File: config.mk
export PLATFORM = sky130hd
export DESIGN_NAME = alu_decoder
export DESIGN_NICKNAME = d
export VERILOG_FILES = /design/src/rtl/alu_decoder.sv
export SDC_FILE = /design/constraint.sdc
export NUM_CORES = 1
export LEC_CHECK = 0
export ABC_CLOCK_PERIOD_IN_PS = 2700
export CORE_AREA = 2 2 39 41
export CTS_CLUSTER_DIAMETER = 40
export DETAILED_ROUTE_END_ITERATION = 10
export DIE_AREA = 0 0 41 43
export PLACE_DENSITY_LB_ADDON = 0.25
export SLEW_MARGIN = 20
export SYNTH_ARGS = -nofsm -noshare
export SYNTH_HDL_FRONTEND = slang
export SYNTH_SLANG_ARGS = --single-unit
File: constraint.sdc
create_clock -name clk -period 2.7 [get_ports clk]
set_input_delay 0.54 -clock clk [delete_from_list [all_inputs] [get_ports clk]]
set_output_delay 0.54 -clock clk [all_outputs]
set_load 0.02 [all_outputs]
File: src/rtl/alu_decoder.sv
// MIPS ALU control: maps main-decoder aluop plus funct to an ALU code.
// Combinational output for the ALU, plus a registered copy with valid/illegal.
module alu_decoder #(
  parameter logic [2:0] ADD         = 3'b010,
  parameter logic [2:0] SUBT        = 3'b110,
  parameter logic [2:0] AND         = 3'b000,
  parameter logic [2:0] OR          = 3'b001,
  parameter logic [2:0] SETLESSTHAN = 3'b111
) (
  input  logic       clk,
  input  logic       reset,
  input  logic [1:0] aluop,
  input  logic [5:0] funct,
  input  logic       in_valid,
  output logic [2:0] aluControl,
  output logic [2:0] aluControl_q,
  output logic       out_valid,
  output logic       illegal_q
);

  logic       w_illegal;
  logic [2:0] r_ctrl;
  logic       r_valid;
  logic       r_illegal;

  always_comb begin
    aluControl = ADD;
    w_illegal  = 1'b0;
    case (aluop)
      2'b00: aluControl = ADD;
      2'b01: aluControl = SUBT;
      2'b10: begin
        case (funct)
          6'b100000: aluControl = ADD;
          6'b100001: aluControl = ADD;
          6'b100010: aluControl = SUBT;
          6'b100011: aluControl = SUBT;
          6'b100100: aluControl = AND;
          6'b100101: aluControl = OR;
          6'b101010: aluControl = SETLESSTHAN;
          default: begin
            aluControl = ADD;
            w_illegal  = 1'b1;
          end
        endcase
      end
      default: begin
        // aluop 2'b11 is reserved by the main decoder
        aluControl = ADD;
        w_illegal  = 1'b1;
      end
    endcase
  end

  always_ff @(posedge clk or posedge reset) begin
    if (reset) begin
      r_ctrl    <= ADD;
      r_valid   <= 1'b0;
      r_illegal <= 1'b0;
    end else begin
      r_valid <= in_valid;
      if (in_valid) begin
        r_ctrl    <= aluControl;
        r_illegal <= w_illegal;
      end
    end
  end

  assign aluControl_q = r_ctrl;
  assign out_valid    = r_valid;
  assign illegal_q    = r_illegal;

endmodule

* After elaboration in Yosys (flattened, before gate mapping)
Cells that the tools add are included.
** Word-level totals
- Register bits :: 5
- Input bits :: 11
- Output and inout bits :: 8
- Logic and storage cells :: 20
** Cells by class
- Equality and inequality tests :: 9
- Mux-type cells :: 4
- Reductions and logical operators :: 4
** Operators by type and width (count)
- $eq A6 B6 Y1 const B :: 7
- $pmux W3 S4 :: 1
- $reduce_or A7 Y1 :: 1
- $pmux W3 S2 :: 1
- $reduce_or A2 Y1 :: 2
- $eq A2 B1 Y1 const B :: 1
- $eq A2 B2 Y1 const B :: 1
- $logic_not A2 Y1 :: 1
- $pmux W1 S2 :: 1
- $mux W1 :: 1

* Logic depth before layout (Yosys ltp)
Gate-level depths: netlist (run 1).
- Depth after elaboration :: 4
- Gate-level depth with buffers :: 5
- Mapped depth without buffers :: 5

* Worst setup path before layout (run 1)
OpenSTA, ideal clock, no wires.
- Path type :: input-to-output
- Start point :: in aluop[0]
- End point :: out aluControl[0]
- Data arrival time :: 1367 ps
- Data required time :: 2160 ps
- Setup slack :: 793 ps
- Stages on the path :: 4
- Buffers on the path :: 0
- Cells stage by stage :: inv_1 > ha_1 > nand2_1 > a211oi_2
** On the way
- Word-level cells in the longest chain between the ends :: 2
- Elaborated cells between the ends (all ways) :: 3
- Those cells by class :: eq/ne (2); mux (1)
** RTL lines
- start: declaration :: line 12 : input logic [1:0] aluop,
- $eq A2 B2 Y1 / $eq A2 B1 Y1 (equally long branches) :: line 29 : case (aluop)
- $pmux W3 S2 * :: line 29
- end: declaration :: line 15 : output logic [2:0] aluControl,
Every way passes the cells marked *; elsewhere a longest branch is shown, timed or not.

* Worst setup path after layout (run 1)
Ends and elaborated chain as after synthesis.

==> results of run 1 <==
## registers in the layout (all words and copies together), names as in the netlist
signal and cells:
out_valid 1, aluControl_q 3, illegal_q 1
## what timing repair did
item                       4_1_cts  5_1_grt
setup buffers                    0        0
hold buffers                     0        0
gates resized for setup          4        0
setup endpoints to repair        3        0
## critical path: cells and delay by family
kind | cells | cell delay (ns)
fa+ha+maj | 1 | 0.29
buf+inv | 3 | 0.89
simple gates | 1 | 0.06
compound gates | 1 | 0.21
## synthesized netlist by cell type
library cell	n	area [µm²]
a21oi_1	1	5.00
nand2_1	3	11.3
nand4bb_1	2	22.5
nand3_1	1	5.00
ha_1	3	37.5
a41oi_1	2	17.5
nor2_1	1	3.75
o2bb2ai_1	1	8.76
inv_1	6	22.5
a211oi_2	1	12.5
o41ai_2	1	16.3
dfrtp_1	4	100
o31ai_1	1	7.51
nor3b_1	1	7.51
a21boi_0	1	7.51
nand2b_1	2	12.5
dfstp_2	1	26.3
nor4b_1	1	8.76
nor2b_1	1	6.26
mux2_1	1	11.3
## power groups by stage
stage / Combinational (W) / Clock [W] / Sequential [W]
6_report: 0.0000780 / 0.0000839 / 0.0000850
2_1_floorplan: 0.0000250 / 0 / 0.0000929
3_5_place_dp: 0.0000797 / 0 / 0.0000859
3_3_place_gp: 0.0000797 / 0 / 0.0000861
5_1_grt: 0.0000857 / 0.0000953 / 0.0000858
4_1_cts: 0.0000790 / 0.0000902 / 0.0000850
## metrics by stage
step / setup WS (ns) / area [µm²]
floorplan: 0.793 / 350
CTS: 0.130 / 631
global placement: -0.135 / 603
global route: 0.0465 / 631
finish: 0.153 / 631
detailed placement: -0.158 / 603
## area by class of cell
cell class	instances	area [µm²]	area share [%]
Sequential cell	5	126	20.0
Inverter	6	22.5	3.57
Timing Repair Buffer	25	229	36.3
Clock buffer	4	26.3	4.17
Tap cell	16	20.0	3.17
Multi-Input combinational cell	24	206	32.7
## per-layer routing
metal	share of wire (%)	vias to the layer above	global-route usage [%]
met2	49	10	16.9
li1	-	186	-
met1	44	167	17.4
met4	0	0	8.00
met5	0	-	0
met3	6.8	0	0
## logic make-up after synthesis
kind of cell / share of synthesized area, %
and+or+nand+nor: 22.1
AOI/OAI and AO/OA: 21.4
adders and majority gates: 10.7
muxes: 3.21
buffers and inverters: 6.43
DFF: 36.1
## how the worst min path moves through the flow
stage                      end  slack, ns  cells after the start
2_1_floorplan  aluControl_q[0]       0.32                      1
3_3_place_gp   aluControl_q[0]       0.48                      1
3_5_place_dp   aluControl_q[0]       0.49                      1
4_1_cts              illegal_q       0.49                      2
5_1_grt              illegal_q       0.52                      2
6_report             illegal_q       0.49                      2
==> metrics.yaml, run 1 <==
outcome:
  outcome: "complete, no violations"
clock_network:
  clock_insertion_delay_worst_skew_ns: 0.23
  clk_path_buf_depth: 2
  tritoncts: "yes"
  numCtsBuffers: 3
  cts.sinks: 5
  cts-htree-levels: 1
  cts.reportedPaths.clkPinSlew_ns: 0.04
  clockRootBuffer: "clkbuf_4"
global_route:
  grt_first_pass_wirelength_um: 1460
  largest_net_degree_at_the_start_of_global_routing: 8
  grt_pass1_vias: 367
  globalRouteOverflowTotal: 0
  grt_use_total_pct: 12.0
  antenna_violations_before_repair: 0
finish:
  layout-drive-gt1-share_pct: 21.9
  fin_cells: 80
  layout.core_utilization_pct: 45.6
  final_common_cell: "clkdlybuf4s50_1"
  layout_common_cells: "clkdlybuf4s50_1, buf_4, inv_1, dfrtp_1"
  fill_cells: 139
  finalNetCount: 79
  syn2layout_area_growth_pct: 80.0
  antenna-diode-count: 0
sta:
  hold_slack_ns: 0.490
  slew_worst_pin_ns: 0.333
  achievable-frequency_ghz: 0.393
  totalNegativeSetupSlack_ns: 0
  slew_headroom_pct: 77.6
  timing.final.hold_violations: 0
  finalMaxSlewViolations: 0
  ratio_of_final_minimum_period_to_clock_period_pct: 94.3
  finalWorstPathRequiredPeriod_ns: 2.55
  rsz0062_at_grt: "false"
  clock-skew-final_ns: 0
  report.final.setup_viol: 0
critical_path:
  reg2reg_from: "aluControl_q[1]"
  start_kind: "input pin"
  critical_path.cell_chain: "clkdlybuf4s50_1 -> inv_1 -> ha_1 -> nand2_1 -> a211oi_2 -> dlygate4sd2_1"
  timing.critical_path.to_type: "output pin"
  worst_path_max_delay_cell: "clkdlybuf4s50_1"
  worst_setup_path_startpoint: "aluop[0]"
  timing.reg2reg.worst_path_depth: 2
  critPathArrivalTime_ns: 2.01
  regToRegEndpoint: "aluControl_q[1]"
  r2r_setup_slack_ns: 1.87
  critical_setup_path_kind: "input pin to output pin"
  crit_fanout: 2
  endpoint: "aluControl[0]"
  worst_path_largest_cell_delay_ns: 0.48
  critPathRequiredTime_ns: 2.16
power_and_ir_drop:
  internal_power_w: 0.000181
  power.sequential.fraction_pct: 34.4
  share_comb_of_total_power_pct: 31.6
  power_w: 0.000247
  power.ir.vdd_worst_mv: 0.246
  p_per_area_mw_per_mm2: 392
  switching_power_as_a_share_of_total_power_pct: 26.9
  netSwitchingPower_w: 0.0000664
  static-leakage-power_nw: 0.283
  p_clk_share_pct: 34.0
place:
  routabilityCongestion: 0.796
  placed_cells: 76
  port_buffers: 18
  hpwlAfterDp_um: 701
detailed_routing:
  drt-pass1-iter-count: 2
  via_per_inst: 4.54
  routed_wirelength_um: 867
  dr.first_iter.drc_count: 7
  vias: 363
  wire_per_inst_um: 10.8
  detail-route-antenna-nets: 0
  drc_errors: 0
job:
  cap_violations: 0
synthesis:
  post_synth_num_cell_types: 20
  yosys_register_bits: 5
  avgSynthCellArea_um2: 10.0
  synth_seq_area_share_pct: 36.1
  ys_warnings: 0
  syn-instance-count: 35
  syn_area_um2: 350
  synthesis.nets: 49
floorplan:
  ios: 19
  site_rows: 14
  coreArea_mm2: 0.00138
  die_y_um: 43
  floorplan.initialDensity_pct: 25.3
  floorplan.die_area_mm2: 0.00176
  chip_width_um: 41
min_path:
  holdCritPathClass: "input pin to async pin"
Power figures use the tool's default switching activity.
==> inputs of run 2 (changes only) <==
--- a/config.mk
+++ b/config.mk
@@ -10,7 +10,9 @@
 export CTS_CLUSTER_DIAMETER = 40
 export DETAILED_ROUTE_END_ITERATION = 10
 export DIE_AREA = 0 0 41 43
-export PLACE_DENSITY_LB_ADDON = 0.25
+export GPL_TIMING_DRIVEN = 0
+export PLACE_DENSITY = 0.67
+export REMOVE_ABC_BUFFERS = 1
 export SLEW_MARGIN = 20
 export SYNTH_ARGS = -nofsm -noshare
 export SYNTH_HDL_FRONTEND = slang
==> run 2 against run 1 <==
  * Non-clock buffer count fell by 7
  * Critical path depth is the same
  * Clock-buffer cell count is the same
  * Die area did not move
  * Register-to-register slack improved by 0.03 ns
==> metrics.yaml, run 2 (synthesized netlist as in run 1, its figures left out) <==
clock_network:
  tritoncts: "yes"
  cts-htree-levels: 1
  cts.reportedPaths.clkPinSlew_ns: 0.05
  clk_path_buf_depth: 2
  clockRootBuffer: "clkbuf_4"
  numCtsBuffers: 3
  cts_hold_buf: 0
  clock_insertion_delay_worst_skew_ns: 0.25
  cts.sinks: 5
  cts_post_setup_buffers_inserted: 0
floorplan:
  floorplan.initialDensity_pct: 25.3
  coreArea_mm2: 0.00138
  floorplan.die_area_mm2: 0.00176
  die_y_um: 43
  ios: 19
  chip_width_um: 41
  site_rows: 14
detailed_routing:
  drt-pass1-iter-count: 3
  vias: 333
  drc_errors: 0
  via_per_inst: 4.56
  detail-route-antenna-nets: 0
  wl_met2_um: 317
  dr.first_iter.drc_count: 7
  detail_route.wirelength.met1_um: 337
  wire_per_inst_um: 10.0
  met3WireLength_um: 71
  routed_wirelength_um: 733
  dr.max_layer_used: "met4"
sta:
  timing.final.hold_violations: 0
  hold_slack_ns: 0.480
  report.final.setup_viol: 0
  rsz0062_at_grt: "false"
  setup_ws_ns: 0.152
  slew_headroom_pct: 79.6
  clock-skew-final_ns: 0
  ratio_of_final_minimum_period_to_clock_period_pct: 94.4
  achievable-frequency_ghz: 0.392
  slew_worst_pin_ns: 0.305
  totalNegativeSetupSlack_ns: 0
  finalMaxSlewViolations: 0
  finalWorstPathRequiredPeriod_ns: 2.55
critical_path:
  critical_setup_path_kind: "input pin to output pin"
  worst_path_largest_cell_delay_ns: 0.48
  crit_fanout: 4
  critPathTopFamily: "buffers and inverters"
  path_buf_inv: 3
  start_kind: "input pin"
  critPathArrivalTime_ns: 2.01
  critical_path.cell_chain: "clkdlybuf4s50_1 -> inv_1 -> ha_1 -> a41oi_1 -> nor2b_1 -> dlygate4sd2_1"
  worst_path_max_delay_cell: "clkdlybuf4s50_1"
  timing.critical_path.to_type: "output pin"
  critPathRequiredTime_ns: 2.16
finish:
  layout.core_utilization_pct: 42.0
  syn2layout_area_growth_pct: 65.7
  antenna-diode-count: 0
  multi_input_area_um2: 213
  largest_register_ff_count: 3
  register_area_um2: 126
  final_common_cell: "clkdlybuf4s50_1"
  layout-drive-gt1-share_pct: 12.3
  fill_cells: 146
  layout_common_cells: "clkdlybuf4s50_1, inv_1, dfrtp_1"
  finalNetCount: 72
power_and_ir_drop:
  static-leakage-power_nw: 0.247
  power.ir.vdd_worst_mv: 0.341
  p_per_area_mw_per_mm2: 419
  power_w: 0.000243
outcome:
  outcome: "complete, no violations"
global_route:
  antenna_violations_before_repair: 0
  grt_pass1_vias: 339
  globalRouteOverflowTotal: 0
  grt_use_total_pct: 11.0
  grt_first_pass_wirelength_um: 1280
  largest_net_degree_at_the_start_of_global_routing: 8
min_path:
  holdCritPathClass: "input pin to async pin"
place:
  hpwlAfterDp_um: 607
  pre_cts_setup_slack_ns: -0.247
  routabilityCongestion: 0.771
  port_buffers: 18
job:
  cap_violations: 0
## run 2: final timing paths
kind / end / slack, ns / depth (start not counted) / from
setup / recovery: aluControl[2] / 0.15 / 6 / aluop[0]
hold / removal: out_valid / 0.48 / 2 / reset
setup reg to reg: aluControl_q[1] / 1.90 / 2 / aluControl_q[1]
hold reg to reg: aluControl_q[2] / 0.49 / 1 / aluControl_q[2]
max in group asynchronous: aluControl_q[1] / 1.98 / 2 / reset
min in group clk: aluControl_q[2] / 0.49 / 1 / aluControl_q[2]
## run 2: layout make-up
type	instances	area share (%)
Inverter	6	3.88
Tap cell	16	3.45
Clock buffer	4	4.53
Sequential cell	5	21.8
Timing Repair Buffer	18	29.7
Multi-Input combinational cell	24	36.6
## run 2: layer usage
layer | global-route usage (%) | vias up
met5 | 0 | -
met4 | 6.00 | 0
met3 | 6.28 | 2
met2 | 15.0 | 13
met1 | 13.0 | 147
li1 | - | 171
## run 2: what timing repair did
item / 4_1_cts / 5_1_grt
pin swaps: 0 / 0
hold endpoints to repair: 0 / 0
gates cloned: 0 / 0
gates resized for setup: 4 / 2
setup endpoints to repair: 3 / 1
## run 2: report_power, final
part | internal, W | switching, W
clock network | 0.0000560 | 0.0000325
registers | 0.0000820 | 0.00000259
logic | 0.0000364 | 0.0000337
## run 2: stage by stage
step / instances / instance area (µm²)
floorplan: 35 / 350
global placement: 69 / 551
detailed placement: 69 / 551
CTS: 73 / 584
global route: 73 / 581
finish: 73 / 581
